$ cat src/rtl/bcd_pkg.sv
// Shared BCD definitions used by the BCD<->binary conversion paths.
package bcd_pkg;

  localparam int DIGITS_DEFAULT     = 8;
  localparam int WIDTH_DEFAULT      = 32;

  localparam int BCD_DIGIT_MAX      = 9;
  localparam int BCD_CORRECT_THRESH = 8;
  localparam int BCD_CORRECT_VAL    = 3;

  typedef enum logic [1:0] {
    IDLE   = 2'd0,
    SHIFT  = 2'd1,
    FINISH = 2'd2
  } state_e;

  // True when a 4-bit nibble is not a legal decimal digit.
  function automatic logic digit_invalid(input logic [3:0] digit);
    return digit > 4'(BCD_DIGIT_MAX);
  endfunction

endpackage

$ cat src/rtl/bcd_digit_correct.sv
// Reverse double-dabble digit correction: a nibble that reads 8 or more
// after the right shift absorbed a carried-down tens bit, so remove 3.
module bcd_digit_correct
  import bcd_pkg::*;
(
  input  logic [3:0] digit_i,
  output logic [3:0] digit_o
);

  // Conditional subtract-3 on a single digit.
  always_comb begin
    digit_o = digit_i;
    if (digit_i >= 4'(BCD_CORRECT_THRESH)) begin
      digit_o = digit_i - 4'(BCD_CORRECT_VAL);
    end
  end

endmodule

$ cat src/rtl/bcd_to_binary_seq.sv
// Signed packed BCD to two's-complement binary, one reverse double-dabble
// step per clock with a start/busy/done handshake.
//
// state  | meaning
// IDLE   | waiting for start; captures operands on accept
// SHIFT  | one shift-right/correct step per clock, 4*DIGITS steps
// FINISH | one-cycle done pulse; binary/invalid already updated
module bcd_to_binary_seq
  import bcd_pkg::*;
#(
  parameter int DIGITS = DIGITS_DEFAULT,
  parameter int WIDTH  = WIDTH_DEFAULT
) (
  input  logic                clk,
  input  logic                rst,
  input  logic                start,
  input  logic [4*DIGITS-1:0] bcd_in,
  input  logic                neg,
  output logic [WIDTH-1:0]    binary,
  output logic                busy,
  output logic                done,
  output logic                invalid
);

  localparam int BITS     = 4 * DIGITS;
  localparam int CNT_W    = $clog2(BITS);
  localparam logic [CNT_W-1:0] CNT_LAST = CNT_W'(BITS - 1);

  state_e             state_q, state_d;
  logic [BITS-1:0]    bcd_sr_q, bcd_sr_d;
  logic [BITS-1:0]    bin_sr_q, bin_sr_d;
  logic               neg_q, neg_d;
  logic [CNT_W-1:0]   cnt_q, cnt_d;
  logic [WIDTH-1:0]   binary_q, binary_d;
  logic               invalid_q, invalid_d;

  logic [2*BITS-1:0]  shifted;
  logic [BITS-1:0]    bcd_step;
  logic [BITS-1:0]    bin_step;
  logic [WIDTH-1:0]   mag;
  logic               any_bad;
  logic               accept;
  logic               last_step;

  assign shifted   = {bcd_sr_q, bin_sr_q} >> 1;
  assign bin_step  = shifted[BITS-1:0];
  assign mag       = WIDTH'(bin_step);
  assign accept    = (state_q == IDLE) && start;
  assign last_step = (state_q == SHIFT) && (cnt_q == CNT_LAST);

  for (genvar g = 0; g < DIGITS; g++) begin : g_corr
    bcd_digit_correct u_corr (
      .digit_i (shifted[BITS + 4*g +: 4]),
      .digit_o (bcd_step[4*g +: 4])
    );
  end

  // Flag any non-decimal digit on the incoming operand.
  always_comb begin
    any_bad = 1'b0;
    for (int i = 0; i < DIGITS; i++) begin
      if (digit_invalid(bcd_in[4*i +: 4])) any_bad = 1'b1;
    end
  end

  // State register.
  always_ff @(posedge clk or posedge rst) begin
    if (rst) state_q <= IDLE;
    else     state_q <= state_d;
  end

  // Next-state logic; bad digits skip straight to FINISH.
  always_comb begin
    state_d = state_q;
    unique case (state_q)
      IDLE:    if (start) state_d = any_bad ? FINISH : SHIFT;
      SHIFT:   if (last_step) state_d = FINISH;
      FINISH:  state_d = IDLE;
      default: state_d = IDLE;
    endcase
  end

  // Outputs decoded from state; busy and done are mutually exclusive by construction.
  always_comb begin
    busy = (state_q == SHIFT);
    done = (state_q == FINISH);
  end

  // Datapath next values: capture on accept, step in SHIFT, publish result on the last step.
  always_comb begin
    bcd_sr_d  = bcd_sr_q;
    bin_sr_d  = bin_sr_q;
    neg_d     = neg_q;
    cnt_d     = cnt_q;
    binary_d  = binary_q;
    invalid_d = invalid_q;
    if (accept) begin
      bcd_sr_d  = bcd_in;
      neg_d     = neg;
      bin_sr_d  = '0;
      cnt_d     = '0;
      invalid_d = any_bad;
      if (any_bad) binary_d = '0;
    end else if (state_q == SHIFT) begin
      bcd_sr_d = bcd_step;
      bin_sr_d = bin_step;
      cnt_d    = cnt_q + CNT_W'(1);
      if (last_step) begin
        // Negating zero yields zero, so no negative-zero special case is needed.
        binary_d = neg_q ? (~mag + WIDTH'(1)) : mag;
      end
    end
  end

  // Datapath registers.
  always_ff @(posedge clk or posedge rst) begin
    if (rst) begin
      bcd_sr_q  <= '0;
      bin_sr_q  <= '0;
      neg_q     <= 1'b0;
      cnt_q     <= '0;
      binary_q  <= '0;
      invalid_q <= 1'b0;
    end else begin
      bcd_sr_q  <= bcd_sr_d;
      bin_sr_q  <= bin_sr_d;
      neg_q     <= neg_d;
      cnt_q     <= cnt_d;
      binary_q  <= binary_d;
      invalid_q <= invalid_d;
    end
  end

  assign binary  = binary_q;
  assign invalid = invalid_q;

endmodule

$ cat config.mk
export PLATFORM = sky130hd
export DESIGN_NAME = bcd_to_binary_seq
export DESIGN_NICKNAME = d
export VERILOG_FILES = /design/src/rtl/bcd_pkg.sv /design/src/rtl/bcd_digit_correct.sv /design/src/rtl/bcd_to_binary_seq.sv
export SDC_FILE = /design/constraint.sdc
export NUM_CORES = 1
export LEC_CHECK = 0
export BUFFER_PORTS_ARGS = -buffer_cell sky130_fd_sc_hd__buf_2
export CAP_MARGIN = 20
export CELL_PAD_IN_SITES_DETAIL_PLACEMENT = 2
export CELL_PAD_IN_SITES_GLOBAL_PLACEMENT = 2
export CORE_MARGIN = 2
export CORE_UTILIZATION = 39
export CTS_BUF_LIST = sky130_fd_sc_hd__clkbuf_8
export DETAILED_ROUTE_END_ITERATION = 10
export PLACE_DENSITY = 0.93
export REMOVE_ABC_BUFFERS = 1
export SETUP_SLACK_MARGIN = 0.5
export SLEW_MARGIN = 10
export SYNTH_ARGS = -nofsm -noshare
export SYNTH_HDL_FRONTEND = slang
export SYNTH_SLANG_ARGS = --single-unit
$ cat constraint.sdc
create_clock -name clk -period 9.3 [get_ports clk]
set_input_delay 1.86 -clock clk [delete_from_list [all_inputs] [get_ports clk]]
set_output_delay 1.86 -clock clk [all_outputs]
set_load 0.03 [all_outputs]
==> results of run 1 <==
metal layers:
metal  part of all wire, %  vias up
met5                     0        -
met3                   2.9        8
met1                    44     2270
li1                      -     2010
met2                    52       74
met4                  0.80        0
cells by family after synthesis:
kind of cell    share of synthesized area, %
flops                                   48.4
compound gates                          16.0
mux                                     1.70
buf+inv                                 4.28
fa+ha+maj                               3.95
xor+xnor                                7.16
simple gates                            18.6
cell usage in the layout, fill, tap and decap left out, types with 3 or more instances in the layout:
cell,instances
sky130_fd_sc_hd__and2_1,7
sky130_fd_sc_hd__nand4_1,4
sky130_fd_sc_hd__nand3_1,47
sky130_fd_sc_hd__o2bb2ai_1,31
sky130_fd_sc_hd__nor4_4,3
sky130_fd_sc_hd__nor3_1,4
sky130_fd_sc_hd__a22oi_1,10
sky130_fd_sc_hd__o31ai_1,10
sky130_fd_sc_hd__xor2_1,29
sky130_fd_sc_hd__clkbuf_8,11
sky130_fd_sc_hd__buf_4,6
sky130_fd_sc_hd__nand2_1,88
sky130_fd_sc_hd__or3_1,3
sky130_fd_sc_hd__inv_1,17
sky130_fd_sc_hd__o21ai_0,35
sky130_fd_sc_hd__dfrtp_1,104
sky130_fd_sc_hd__ha_1,17
sky130_fd_sc_hd__xnor2_1,15
sky130_fd_sc_hd__a221o_1,14
sky130_fd_sc_hd__buf_2,70
sky130_fd_sc_hd__mux2i_1,8
sky130_fd_sc_hd__nor2_1,19
sky130_fd_sc_hd__nor2b_1,9
sky130_fd_sc_hd__o41ai_1,7
per-stage QoR:
step	power [mW]	setup slack [ps]
finish	0.967	5000
global route	1.01	4830
CTS	0.976	4970
detailed placement	0.673	5320
global placement	0.656	5110
floorplan	0.613	3760
where the power goes:
part	internal [mW]	switching, mW	leakage (nW)	total [mW]
sequential	0.479	0.0420	1.39	0.521
clock	0.138	0.162	0.101	0.300
combinational	0.0643	0.0816	1.51	0.146
sequential cells by signal (all words and copies together), names as in the netlist:
| name | cells |
|---|---|
| bcd_sr_q | 32 |
| neg_q | 1 |
| state_q | 2 |
| binary | 32 |
| invalid | 1 |
| cnt_q | 5 |
| bin_sr_q | 31 |
how the worst min path moves through the flow:
stage | startpoint | to | depth (start not counted)
global route | binary[2]$_DFFE_PP0P_ | binary[2]$_DFFE_PP0P_ | 1
finish | binary[7]$_DFFE_PP0P_ | binary[7]$_DFFE_PP0P_ | 1
detailed placement | binary[7]$_DFFE_PP0P_ | binary[7]$_DFFE_PP0P_ | 1
floorplan | cnt_q[3]$_DFFE_PP0P_ | cnt_q[3]$_DFFE_PP0P_ | 1
CTS | binary[7]$_DFFE_PP0P_ | binary[7]$_DFFE_PP0P_ | 1
global placement | bcd_sr_q[29]$_DFFE_PP0P_ | bcd_sr_q[29]$_DFFE_PP0P_ | 2
layout make-up:
cell class | instances | area [µm²]
well taps | 176 | 220
clock inverters | 5 | 55.1
inverters | 19 | 73.8
fillers | 1467 | 7260
flip-flops and latches | 104 | 2600
repair buffers | 78 | 425
clock buffers | 11 | 151
multi-input cells | 383 | 2560
==> impl_summary.txt, run 1 <==
----------------------------------------------------
[Global routing]
  Overall global routing resource usage ... 22.4%
  Leftover overflow at the end of global routing ... 0
  Fraction of met1 tracks used by global routing ... 28.3%
  Global-route wire length before repair ... 25700 µm
  Number of antenna violations at the first check in global routing ... 0
  Met3 demand-to-capacity share in global routing ... 4.14%
  Layer carrying the most global-route usage ... met2
  Via count of the first global-routing pass ... 4770
  Pin count of the biggest net entering global routing ... 65
  Met2 GRT Util ... 40.0%

[Setup path]
  Worst setup startpoint ... state_q[1]$_DFFE_PP0P_
  Slowest library cell on the worst path ... sky130_fd_sc_hd__clkinv_1
  CP Cell Sequence ... nand2b_2 -> buf_4 -> clkinv_1 -> buf_2
  Highest cell delay on the worst timing path ... 580 ps
  Startpoint types ... register
  R2R Path Start ... state_q[1]$_DFFE_PP0P_
  Reg-to-reg slack, setup ... 5570 ps
  CP endpoint kind ... primary output
  Critical setup path kind ... register to primary output
  WP data required ... 7440 ps
  Top Family by Delay on Critical Path ... buffers and inverters
  Cells on worst reg2reg path ... 9
  Reg2Reg Capture Point ... binary[3]$_DFFE_PP0P_
  Setup crit end ... busy
  Crit path depth ... 4
  WP buf/inv ... 3
  Maximum net fanout on the critical path ... 63
  Arrival time of data at the critical path endpoint ... 2440 ps

[Yosys]
  Warnings, synthesis ... 0
  Cell Area, Synth ... 5380 µm²
  Post-synth top cells ... sky130_fd_sc_hd__dfrtp_1 (104), sky130_fd_sc_hd__nand2_1 (88), sky130_fd_sc_hd__nand3_1 (47), sky130_fd_sc_hd__o21ai_0 (35), sky130_fd_sc_hd__o2bb2ai_1 (31)
  Leading cell type by number of instances after synthesis ... sky130_fd_sc_hd__dfrtp_1
  Share of the yosys chip area belonging to registers ... 48.4%
  Cell count after synthesis ... 542
  Synth Flop Type ... sky130_fd_sc_hd__dfrtp_1
  Post-synthesis sequential element count ... 104
  Distinct cell type count after synthesis ... 45
  Number of enable-type register cells in the synthesized netlist ... 0
  Area share of the largest cell type after synthesis ... 48.4%
  Mean Syn Cell Area ... 9.93 µm²
  Ranking of synthesized cells by area ... sky130_fd_sc_hd__dfrtp_1 (48%), sky130_fd_sc_hd__nand2_1 (6.1%), sky130_fd_sc_hd__o2bb2ai_1 (5.0%), sky130_fd_sc_hd__xor2_1 (4.7%), sky130_fd_sc_hd__nand3_1 (4.4%)
  Asr flop ratio synth ... 100%
  Top cell type by total area after synthesis ... sky130_fd_sc_hd__dfrtp_1

[CTS]
  Buffer cell driving the clock tree root ... sky130_fd_sc_hd__clkbuf_8
  Post-CTS Setup Inserts ... 0
  Latest clock arrival within the worst-skew pair ... 400 ps
  CTS tree ... done
  Count of hold-fix buffers inserted at cts ... 0
  Number of clock buffers inserted by TritonCTS ... 9
  Clock transition at the register clock pins on the worst setup and hold paths after CTS ... 90 ps
  CTS HTree Levels ... 3
  Maximum number of buffers from clock root to sink ... 2
  Clock sink total ... 104
  CTS-repair resized insts ... 0

[Placed design]
  Placed cell area ... 5870 µm²
  Total of buffers placed on input and output ports ... 70
  Detailed placement HPWL ... 10700 µm
  Placed cell count ... 759
  Final RePlAce weighted congestion ... 0.759

[Finish]
  Count of placed standard cells in the final layout, fillers left out ... 776
  Nets@finish ... 648
  Post-route standard cell area excluding fillers ... 6090 µm²
  Diodes inserted ... 0
  Layout Area Growth over Synthesis ... 13.1%
  Share of post-route cells with drive strength above 1 ... 18.3%
  Utilization after layout ... 45.6%

[Worst hold path]
  HP Class ... register to register

[Power and ir drop]
  Leakage power of the design ... 3.00 nW
  Power density relative to cell area ... 159 nW/µm²
  Max rail drop VDD ... 0.0000760 V

[Floorplan]
  Boundary Pins ... 71
  Horizontal die dimension ... 121 µm
  Rows ... 42
  Die Y ... 121 µm
  Effective utilization at floorplan ... 40.3%
  Floorplan die area ... 14800 µm²
  CORE AREA ... 13300 µm²

[Route]
  Routed vias/inst ... 5.62
  Detailed-routing iteration count for the pre-antenna-repair pass ... 4
  Total vias in the final route ... 4362
  Routed WL ... 15500 µm
  DRC violations left ... 0
  Routed WL per cell ... 20.0 µm
  Remaining antenna violation count after routing ... 0
  DR iter-0 viols ... 211

[STA]
  Hold violation count in the final report ... 0
  Final critical-path required period ... 4300 ps
  Tightest Pin Transition ... 868 ps
  Max Transition Viols Final ... 0
  Final worst-path cycle share ... 46.2%
  Tightest hold margin ... 489 ps
  Unrepaired setup endpoints after global routing ... no
  Clk_skew ... 13.8 ps
  Final TNS setup ... 0 ps
  Worst rel slew slack ... 42.2%
  Highest clock rate ... 0.233 GHz
  Count of final setup violators ... 0

[Job]
  Number of maximum-capacitance constraint violations ... 0

[Outcome]
  Outcome ... finished, final reports clean

----------------------------------------------------
No activity file was read; power rests on OpenSTA's default activity.
==> inputs of run 2 (changes only) <==
--- a/config.mk
+++ b/config.mk
@@ -5,15 +5,16 @@
 export SDC_FILE = /design/constraint.sdc
 export NUM_CORES = 1
 export LEC_CHECK = 0
+export ABC_AREA = 1
 export BUFFER_PORTS_ARGS = -buffer_cell sky130_fd_sc_hd__buf_2
 export CAP_MARGIN = 20
 export CELL_PAD_IN_SITES_DETAIL_PLACEMENT = 2
 export CELL_PAD_IN_SITES_GLOBAL_PLACEMENT = 2
 export CORE_MARGIN = 2
-export CORE_UTILIZATION = 39
+export CORE_UTILIZATION = 33
 export CTS_BUF_LIST = sky130_fd_sc_hd__clkbuf_8
 export DETAILED_ROUTE_END_ITERATION = 10
-export PLACE_DENSITY = 0.93
+export PLACE_DENSITY = 0.88
 export REMOVE_ABC_BUFFERS = 1
 export SETUP_SLACK_MARGIN = 0.5
 export SLEW_MARGIN = 10
==> constraint.sdc (replaced) <==
create_clock -name clk -period 3.53 [get_ports clk]
set_input_delay 0.706 -clock clk [delete_from_list [all_inputs] [get_ports clk]]
set_output_delay 0.706 -clock clk [all_outputs]
set_load 0.03 [all_outputs]
==> impl_summary.txt, run 2 <==
----------------------------------------------------
[STA]
  Unrepaired setup endpoints after global routing ... no
  Worst rel slew slack ... 40.7% (-1.5 points)
  Tightest Pin Transition ... 890 ps (+21.9 ps)
  Clk_skew ... 13.2 ps (-0.560 ps)
  Smallest setup slack after layout ... 1190 ps (-3810 ps)
  Final critical-path required period ... 2340 ps
  Tightest hold margin ... 476 ps (-13.5 ps)
  Count of final setup violators ... 0 (unchanged)
  Max Transition Viols Final ... 0 (unchanged)
  Final TNS setup ... 0 ps (unchanged)
  Hold violation count in the final report ... 0 (unchanged)
  Highest clock rate ... 0.428 GHz
  Final worst-path cycle share ... 66.2%

[Setup path]
  Cells on worst reg2reg path ... 10 (+1)
  CP Cell Sequence ... inv_2 -> nor2_4 -> buf_2
  Top Family by Delay on Critical Path ... flip-flops
  Critical setup path kind ... register to primary output
  Reg-to-reg slack, setup ... 1310 ps (-4260 ps)
  R2R Path Start ... cnt_q[0]$_DFFE_PP0P_
  Reg2Reg Capture Point ... binary[11]$_DFFE_PP0P_
  Maximum net fanout on the critical path ... 16 (-75%)
  WP data required ... 2820 ps (-4620 ps)
  WP buf/inv ... 2 (-1)
  Startpoint types ... register
  Worst setup startpoint ... state_q[0]$_DFFE_PP0P_
  CP endpoint kind ... primary output
  Highest cell delay on the worst timing path ... 430 ps (-150 ps)
  Arrival time of data at the critical path endpoint ... 1630 ps (-810 ps)
  Slowest library cell on the worst path ... sky130_fd_sc_hd__dfrtp_1

[Power and ir drop]
  Switching portion of total power ... 32.2% (+2.7 points)
  Net load switching power ... 0.831 mW (+190%)
  Max rail drop VDD ... 0.000213 V (+180%)
  Proportion of power drawn by the clock network ... 31.3% (+0.3 points)
  Part of the total power dissipated in combinational logic ... 16.5% (+1.4 points)
  Int Power ... 1.75 mW (+160%)
  Power density relative to cell area ... 414 nW/µm² (+160%)
  Leakage power of the design ... 3.17 nW (+5.8%)
  Power share of the sequential group ... 52.2% (-1.7 points)

[Floorplan]
  Boundary Pins ... 71 (unchanged)
  Die Y ... 133 µm (+9.8%)
  Horizontal die dimension ... 133 µm (+9.8%)
  Effective utilization at floorplan ... 33.5% (-6.8 points)
  Floorplan die area ... 17800 µm² (+20%)
  Rows ... 47 (+12%)
  CORE AREA ... 16500 µm² (+23%)

[Yosys]
  Synth Area in XOR/XNOR ... 3.02% (-4.1 points)
  Cell Area, Synth ... 5520 µm² (+2.5%)
  Largest family of logic cells by synthesized area ... simple AND/OR/NAND/NOR gates
  Post-synth top cells ... sky130_fd_sc_hd__nand2_1 (123), sky130_fd_sc_hd__dfrtp_1 (104), sky130_fd_sc_hd__nand3_1 (76), sky130_fd_sc_hd__inv_1 (67), sky130_fd_sc_hd__nor2_1 (46)
  Warnings, synthesis ... 0 (unchanged)
  Ranking of synthesized cells by area ... sky130_fd_sc_hd__dfrtp_1 (47%), sky130_fd_sc_hd__nand2_1 (8.4%), sky130_fd_sc_hd__nand3_1 (6.9%), sky130_fd_sc_hd__inv_1 (4.6%), sky130_fd_sc_hd__ha_1 (3.9%)
  Leading cell type by number of instances after synthesis ... sky130_fd_sc_hd__nand2_1
  Distinct cell type count after synthesis ... 33 (-27%)
  Asr flop ratio synth ... 100% (unchanged)
  Multiplexer area fraction after synthesis ... 0% (-1.7 points)
  Mean Syn Cell Area ... 8.42 µm² (-15%)
  Top cell type by total area after synthesis ... sky130_fd_sc_hd__dfrtp_1
  Share of the yosys chip area belonging to registers ... 47.2% (-1.2 points)
  Post-synthesis adder-cell area fraction ... 3.85% (-0.098 points)
  Area share of the largest cell type after synthesis ... 47.2% (-1.2 points)
  Number of enable-type register cells in the synthesized netlist ... 0 (unchanged)
  Compound-Gate Fraction of Synth Area ... 15.9% (-0.055 points)
  Area fraction in and, or, nand and nor cells after synthesis ... 21.6% (+3.0 points)
  Cell count after synthesis ... 655 (+21%)
  Synth Flop Type ... sky130_fd_sc_hd__dfrtp_1
  Post-synthesis sequential element count ... 104 (unchanged)

[Route]
  DRC violations left ... 0 (unchanged)
  Total vias in the final route ... 4927 (+13%)
  DR iter-0 viols ... 214 (+1.4%)
  Routed WL ... 17200 µm (+11%)
  Detailed-routing iteration count for the pre-antenna-repair pass ... 4 (unchanged)
  Routed vias/inst ... 5.24 (-6.8%)
  Routed WL per cell ... 18.3 µm (-8.3%)
  Remaining antenna violation count after routing ... 0 (unchanged)

[Placed design]
  Placed cell area ... 6030 µm² (+2.8%)
  Final RePlAce weighted congestion ... 0.816 (+7.5%)
  Detailed placement HPWL ... 12200 µm (+15%)
  Total of buffers placed on input and output ports ... 70 (unchanged)
  Post-placement setup slack ... 1060 ps (-4270 ps)

[Global routing]
  Via count of the first global-routing pass ... 5661 (+19%)
  Leftover overflow at the end of global routing ... 0 (unchanged)
  Overall global routing resource usage ... 20.6% (-1.8 points)
  Number of antenna violations at the first check in global routing ... 0 (unchanged)
  Global-route wire length before repair ... 29100 µm (+13%)
  Pin count of the biggest net entering global routing ... 71 (+9.2%)

[CTS]
  CTS tree ... done
  Count of hold-fix buffers inserted at cts ... 0 (unchanged)
  Number of clock buffers inserted by TritonCTS ... 9 (unchanged)
  Clock sink total ... 104 (unchanged)
  Post-CTS Setup Inserts ... 0 (unchanged)
  Maximum number of buffers from clock root to sink ... 2 (unchanged)
  CTS HTree Levels ... 3 (unchanged)
  Clock transition at the register clock pins on the worst setup and hold paths after CTS ... 110 ps (+20 ps)
  CTS-repair resized insts ... 0 (unchanged)
  Buffer cell driving the clock tree root ... sky130_fd_sc_hd__clkbuf_8
  Latest clock arrival within the worst-skew pair ... 400 ps (about the same)

[Worst hold path]
  HP Class ... input port to asynchronous set/reset pin

[Finish]
  Diodes inserted ... 0 (unchanged)
  Commonest cells after routing, fill and taps aside ... sky130_fd_sc_hd__nand2_1 (123), sky130_fd_sc_hd__dfrtp_1 (104), sky130_fd_sc_hd__nand3_1 (76)
  Layout Area Growth over Synthesis ... 13.0%
  Nets@finish ... 768 (+19%)
  Share of post-route cells with drive strength above 1 ... 16.7% (-1.7 points)
  Post-route standard cell area excluding fillers ... 6230 µm² (+2.4%)
  Most common cell after layout, fill and taps aside ... sky130_fd_sc_hd__nand2_1
  Utilization after layout ... 37.9% (-7.7 points)

[Job]
  Number of maximum-capacitance constraint violations ... 0 (unchanged)

[Outcome]
  Outcome ... finished, final reports clean

----------------------------------------------------
[run 2: cell types whose count changed after synthesis, moves of 14 or more]
| cell | before | now |
|---|---|---|
| sky130_fd_sc_hd__o22ai_1 | 1 | 34 |
| sky130_fd_sc_hd__o2bb2ai_1 | 31 | 0 |
| sky130_fd_sc_hd__nand2_1 | 88 | 123 |
| sky130_fd_sc_hd__clkbuf_1 | 24 | 5 |
| sky130_fd_sc_hd__xor2_1 | 29 | 12 |
| sky130_fd_sc_hd__a221o_1 | 14 | 0 |
| sky130_fd_sc_hd__nand3_1 | 47 | 76 |
| sky130_fd_sc_hd__o221ai_1 | 0 | 18 |
| sky130_fd_sc_hd__inv_1 | 18 | 67 |
| sky130_fd_sc_hd__o21ai_1 | 1 | 20 |
| sky130_fd_sc_hd__nor2_1 | 20 | 46 |
[run 2: worst max-delay path by stage]
| stage | end | slack, ps | cells past startpoint |
|---|---|---|---|
| after floorplan | bcd_sr_q[0]$_DFFE_PP0P_ | 90 | 1 |
| after global placement | binary[12]$_DFFE_PP0P_ | 1100 | 8 |
| after detailed placement | binary[16]$_DFFE_PP0P_ | 1060 | 8 |
| after CTS | busy | 1160 | 3 |
| after global routing | busy | 1100 | 3 |
| final | busy | 1190 | 3 |
[run 2: layer usage]
layer	GRT usage, %	vias up	share of wire (%)
met5	0	-	0
met4	4.26	0	0.61
met3	4.34	6	3.2
met2	38.2	77	53
met1	24.7	2506	43
li1	-	2338	-
[run 2: cell type report]
cell class | instances | area, µm²
Timing Repair Buffer | 78 | 410
Multi-Input combinational cell | 444 | 2450
Fill cell | 1941 | 10200
Sequential cell | 104 | 2600
Tap cell | 220 | 275
Inverter | 78 | 295
Clock inverter | 7 | 78.8
Clock buffer | 9 | 124
[run 2: kinds of logic (layout without fill, tap and decap cells)]
kind of cell,count (synthesis),in the layout
AO/OA/AOI/OAI,141,141
XOR/XNOR,19,19
adder cells (fa/ha/maj),17,17
buffers and inverters,107,172
flip-flops,104,104
AND/OR/NAND/NOR,267,267
[run 2: per-stage QoR]
step	instances	total power [mW]
finish	940	2.58
global route	940	2.71
CTS	940	2.61
detailed placement	924	1.80
global placement	924	1.75
floorplan	626	1.63
[run 2: power groups by stage]
stage | clock, mW | sequential [mW] | combinational [mW]
2_1_floorplan | 0 | 1.36 | 0.273
3_3_place_gp | 0 | 1.36 | 0.387
3_5_place_dp | 0 | 1.37 | 0.427
4_1_cts | 0.830 | 1.35 | 0.432
5_1_grt | 0.871 | 1.36 | 0.479
6_report | 0.807 | 1.35 | 0.425
[run 2: worst reg2reg max path: cells and delay by family, from the launching register on]
family / cells / cell delay (ps)
simple gates: 4 / 270
flops: 1 / 450
compound gates: 2 / 220
buf+inv: 2 / 720
fa+ha+maj: 2 / 450
==> inputs of run 3 (changes only) <==
==> constraint.sdc (replaced) <==
create_clock -name clk -period 2 [get_ports clk]
set_input_delay 0.4 -clock clk [delete_from_list [all_inputs] [get_ports clk]]
set_output_delay 0.4 -clock clk [all_outputs]
set_load 0.03 [all_outputs]
==> impl_summary.txt, run 3 (synthesized netlist as in run 2, its figures left out) <==
----------------------------------------------------
[Power and ir drop]
  Proportion of power drawn by the clock network ... 27.7% (-3.6 points)
  Max rail drop VDD ... 0.000348 V (+63%)
  Int Power ... 3.28 mW (+87%)
  Power share of the sequential group ... 47.0% (-5.2 points)
  Leakage power of the design ... 3.77 nW (+19%)
  Switching portion of total power ... 35.7% (+3.6 points)
  Part of the total power dissipated in combinational logic ... 25.3% (+8.8 points)
  Power density relative to cell area ... 650 nW/µm² (+57%)
  Net load switching power ... 1.82 mW (+120%)

[Finish]
  Diodes inserted ... 0 (unchanged)
  Count of placed standard cells in the final layout, fillers left out ... 999 (+6.3%)
  Commonest cells after routing, fill and taps aside ... sky130_fd_sc_hd__nand2_1 (117), sky130_fd_sc_hd__dfrtp_1 (104), sky130_fd_sc_hd__buf_2 (68)
  Post-route standard cell area excluding fillers ... 7840 µm² (+26%)
  Share of post-route cells with drive strength above 1 ... 34.7% (+18 points)
  Layout Area Growth over Synthesis ... 42.1%
  Utilization after layout ... 47.6% (+9.8 points)
  Number of fill cells in the layout ... 1756 (-9.5%)
  Nets@finish ... 827 (+7.7%)
  Most common cell after layout, fill and taps aside ... sky130_fd_sc_hd__nand2_1

[Setup path]
  Cells on worst reg2reg path ... 9 (-1)
  R2R Path Start ... state_q[0]$_DFFE_PP0P_
  Reg-to-reg slack, setup ... 160 ps (-1150 ps)
  Critical setup path kind ... register to register
  Slowest library cell on the worst path ... sky130_fd_sc_hd__dfrtp_1
  CP Cell Sequence ... inv_2 -> nor2_4 -> buf_6 -> buf_6 -> nor2_8 -> clkinv_8 -> buf_12 -> clkbuf_16 -> o211ai_1
  Crit path top cell by count ... sky130_fd_sc_hd__buf_6
  CP endpoint kind ... register
  Reg2Reg Capture Point ... bcd_sr_q[9]$_DFFE_PP0P_
  Top Family by Delay on Critical Path ... buffers and inverters
  Highest cell delay on the worst timing path ... 440 ps (about the same)
  WP buf/inv ... 6 (+4)
  WP data required ... 2330 ps (-490 ps)
  Startpoint types ... register
  Arrival time of data at the critical path endpoint ... 2180 ps (+550 ps)
  Maximum net fanout on the critical path ... 6 (-10)

[STA]
  Final worst-path cycle share ... 92.2%
  Highest clock rate ... 0.542 GHz
  Tightest hold margin ... 173 ps (-303 ps)
  Count of final setup violators ... 0 (unchanged)
  Worst rel slew slack ... 70.9% (+30 points)
  Hold violation count in the final report ... 0 (unchanged)
  Unrepaired setup endpoints after global routing ... yes
  Final critical-path required period ... 1840 ps
  Max Transition Viols Final ... 0 (unchanged)
  Final TNS setup ... 0 ps (unchanged)
  Tightest Pin Transition ... 432 ps (-457 ps)
  Clk_skew ... 20.9 ps (+7.64 ps)

[Global routing]
  Global-route wire length before repair ... 32600 µm (+12%)
  Via count of the first global-routing pass ... 6003 (+6.0%)
  Number of antenna violations at the first check in global routing ... 0 (unchanged)
  Overall global routing resource usage ... 23.5% (+2.9 points)
  Leftover overflow at the end of global routing ... 0 (unchanged)
  Pin count of the biggest net entering global routing ... 48 (-32%)

[CTS]
  Clock transition at the register clock pins on the worst setup and hold paths after CTS ... 120 ps (about the same)
  Number of clock buffers inserted by TritonCTS ... 9 (unchanged)
  Buffer cell driving the clock tree root ... sky130_fd_sc_hd__clkbuf_8
  Maximum number of buffers from clock root to sink ... 2 (unchanged)
  Clock sink total ... 104 (unchanged)
  CTS tree ... done
  CTS HTree Levels ... 3 (unchanged)
  Latest clock arrival within the worst-skew pair ... 430 ps (+30 ps)

[Placed design]
  Final RePlAce weighted congestion ... 0.807 (-1.0%)
  Placed cell count ... 933 (+0.97%)
  Detailed placement HPWL ... 12800 µm (+4.4%)
  Total of buffers placed on input and output ports ... 70 (unchanged)
  Placed cell area ... 6160 µm² (+2.2%)

[Route]
  Remaining antenna violation count after routing ... 0 (unchanged)
  Routed vias/inst ... 5.63 (+7.5%)
  Routed WL ... 26400 µm (+53%)
  Detailed-routing iteration count for the pre-antenna-repair pass ... 4 (unchanged)
  DRC violations left ... 0 (unchanged)
  Total vias in the final route ... 5628 (+14%)
  Routed WL per cell ... 26.4 µm (+44%)
  DR iter-0 viols ... 333 (+56%)

[Floorplan]
  Floorplan die area ... 17800 µm² (unchanged)
  Rows ... 47 (unchanged)
  Boundary Pins ... 71 (unchanged)
  CORE AREA ... 16500 µm² (unchanged)
  Effective utilization at floorplan ... 33.5% (unchanged)
  Die Y ... 133 µm (unchanged)
  Horizontal die dimension ... 133 µm (unchanged)

[Worst hold path]
  Capture endpoint of the worst hold path ... bcd_sr_q[16]$_DFFE_PP0P_
  Cells on Worst Hold Path ... 3
  HP Class ... input port to register
  Startpoint of the lowest-slack hold path ... bcd_in[16]

[Job]
  Number of maximum-capacitance constraint violations ... 0 (unchanged)

[Outcome]
  Outcome ... finished, final reports clean

----------------------------------------------------
==> run 3: cell types whose count changed in the layout (fill, tap and decap cells not counted), moves of 14 or more <==
cell	before	now
sky130_fd_sc_hd__nand3_2	3	18
sky130_fd_sc_hd__nand3_1	76	60
sky130_fd_sc_hd__o221ai_1	18	1
sky130_fd_sc_hd__buf_6	0	14
sky130_fd_sc_hd__o22ai_1	34	7
sky130_fd_sc_hd__o22ai_2	0	23
==> run 3: area by class of cell <==
| cell class | count | area (µm²) | area share, % |
|---|---|---|---|
| inverter | 78 | 330 | 4.21 |
| multi-input combinational | 445 | 3080 | 39.2 |
| clock inverter | 4 | 18.8 | 0.239 |
| timing repair buffer | 136 | 1370 | 17.5 |
| clock buffer | 12 | 165 | 2.11 |
| tap | 220 | 275 | 3.51 |
| sequential | 104 | 2600 | 33.2 |
==> run 3: power groups by stage <==
stage	clock network (mW)	logic, mW	registers (mW)
2_1_floorplan	0	0.482	2.39
3_3_place_gp	0	0.730	2.38
3_5_place_dp	0	0.810	2.41
4_1_cts	1.35	0.865	2.37
5_1_grt	1.48	1.38	2.41
6_report	1.41	1.29	2.40
==> run 3: worst register-to-register path, delay by kind of cell, from the launching register on <==
kind                   cells  cell delay [ps]
and+or+nand+nor            2              230
buffers and inverters      6              870
AOI/OAI and AO/OA          1              230
DFF                        1              440
==> run 3: worst max-delay path by stage <==
| stage | from | endpoint | slack (ps) | depth (start not counted) |
|---|---|---|---|---|
| after global placement | cnt_q[0]$_DFFE_PP0P_ | binary[20]$_DFFE_PP0P_ | 280 | 9 |
| after global routing | bin_sr_q[22]$_DFFE_PP0P_ | binary[25]$_DFFE_PP0P_ | 60 | 6 |
| after detailed placement | cnt_q[0]$_DFFE_PP0P_ | binary[20]$_DFFE_PP0P_ | 100 | 9 |
| after floorplan | rst | bcd_sr_q[0]$_DFFE_PP0P_ | -1130 | 1 |
| after CTS | cnt_q[1]$_DFFE_PP0P_ | binary[11]$_DFFE_PP0P_ | 280 | 11 |
| final | state_q[0]$_DFFE_PP0P_ | bcd_sr_q[9]$_DFFE_PP0P_ | 160 | 9 |
==> run 3: through the flow <==
stage | setup WS [ps] | total power, mW
6_report | 156 | 5.10
5_1_grt | 57.0 | 5.27
4_1_cts | 281 | 4.58
3_5_place_dp | 98.0 | 3.22
3_3_place_gp | 284 | 3.11
2_1_floorplan | -1130 | 2.87
==> run 3: routing by layer <==
metal	part of all wire [%]	wire length, µm	global-route usage (%)	vias to the layer above
li1	-	-	-	2455
met1	36	9510	27.5	2930
met2	56	14800	43.8	172
met3	3.4	909	3.04	71
met4	4.6	1220	8.75	0
met5	0	0	0	-
==> run 3: repair_timing <==
item | 4_1_cts | 5_1_grt
gates cloned | 4 | 16
gates resized for setup | 31 | 148
endpoints found under the hold margin | 9 | 0
endpoints found under the setup margin | 66 | 100
setup buffers | 8 | 21
pin swaps | 8 | 20
hold buffers | 1 | 0
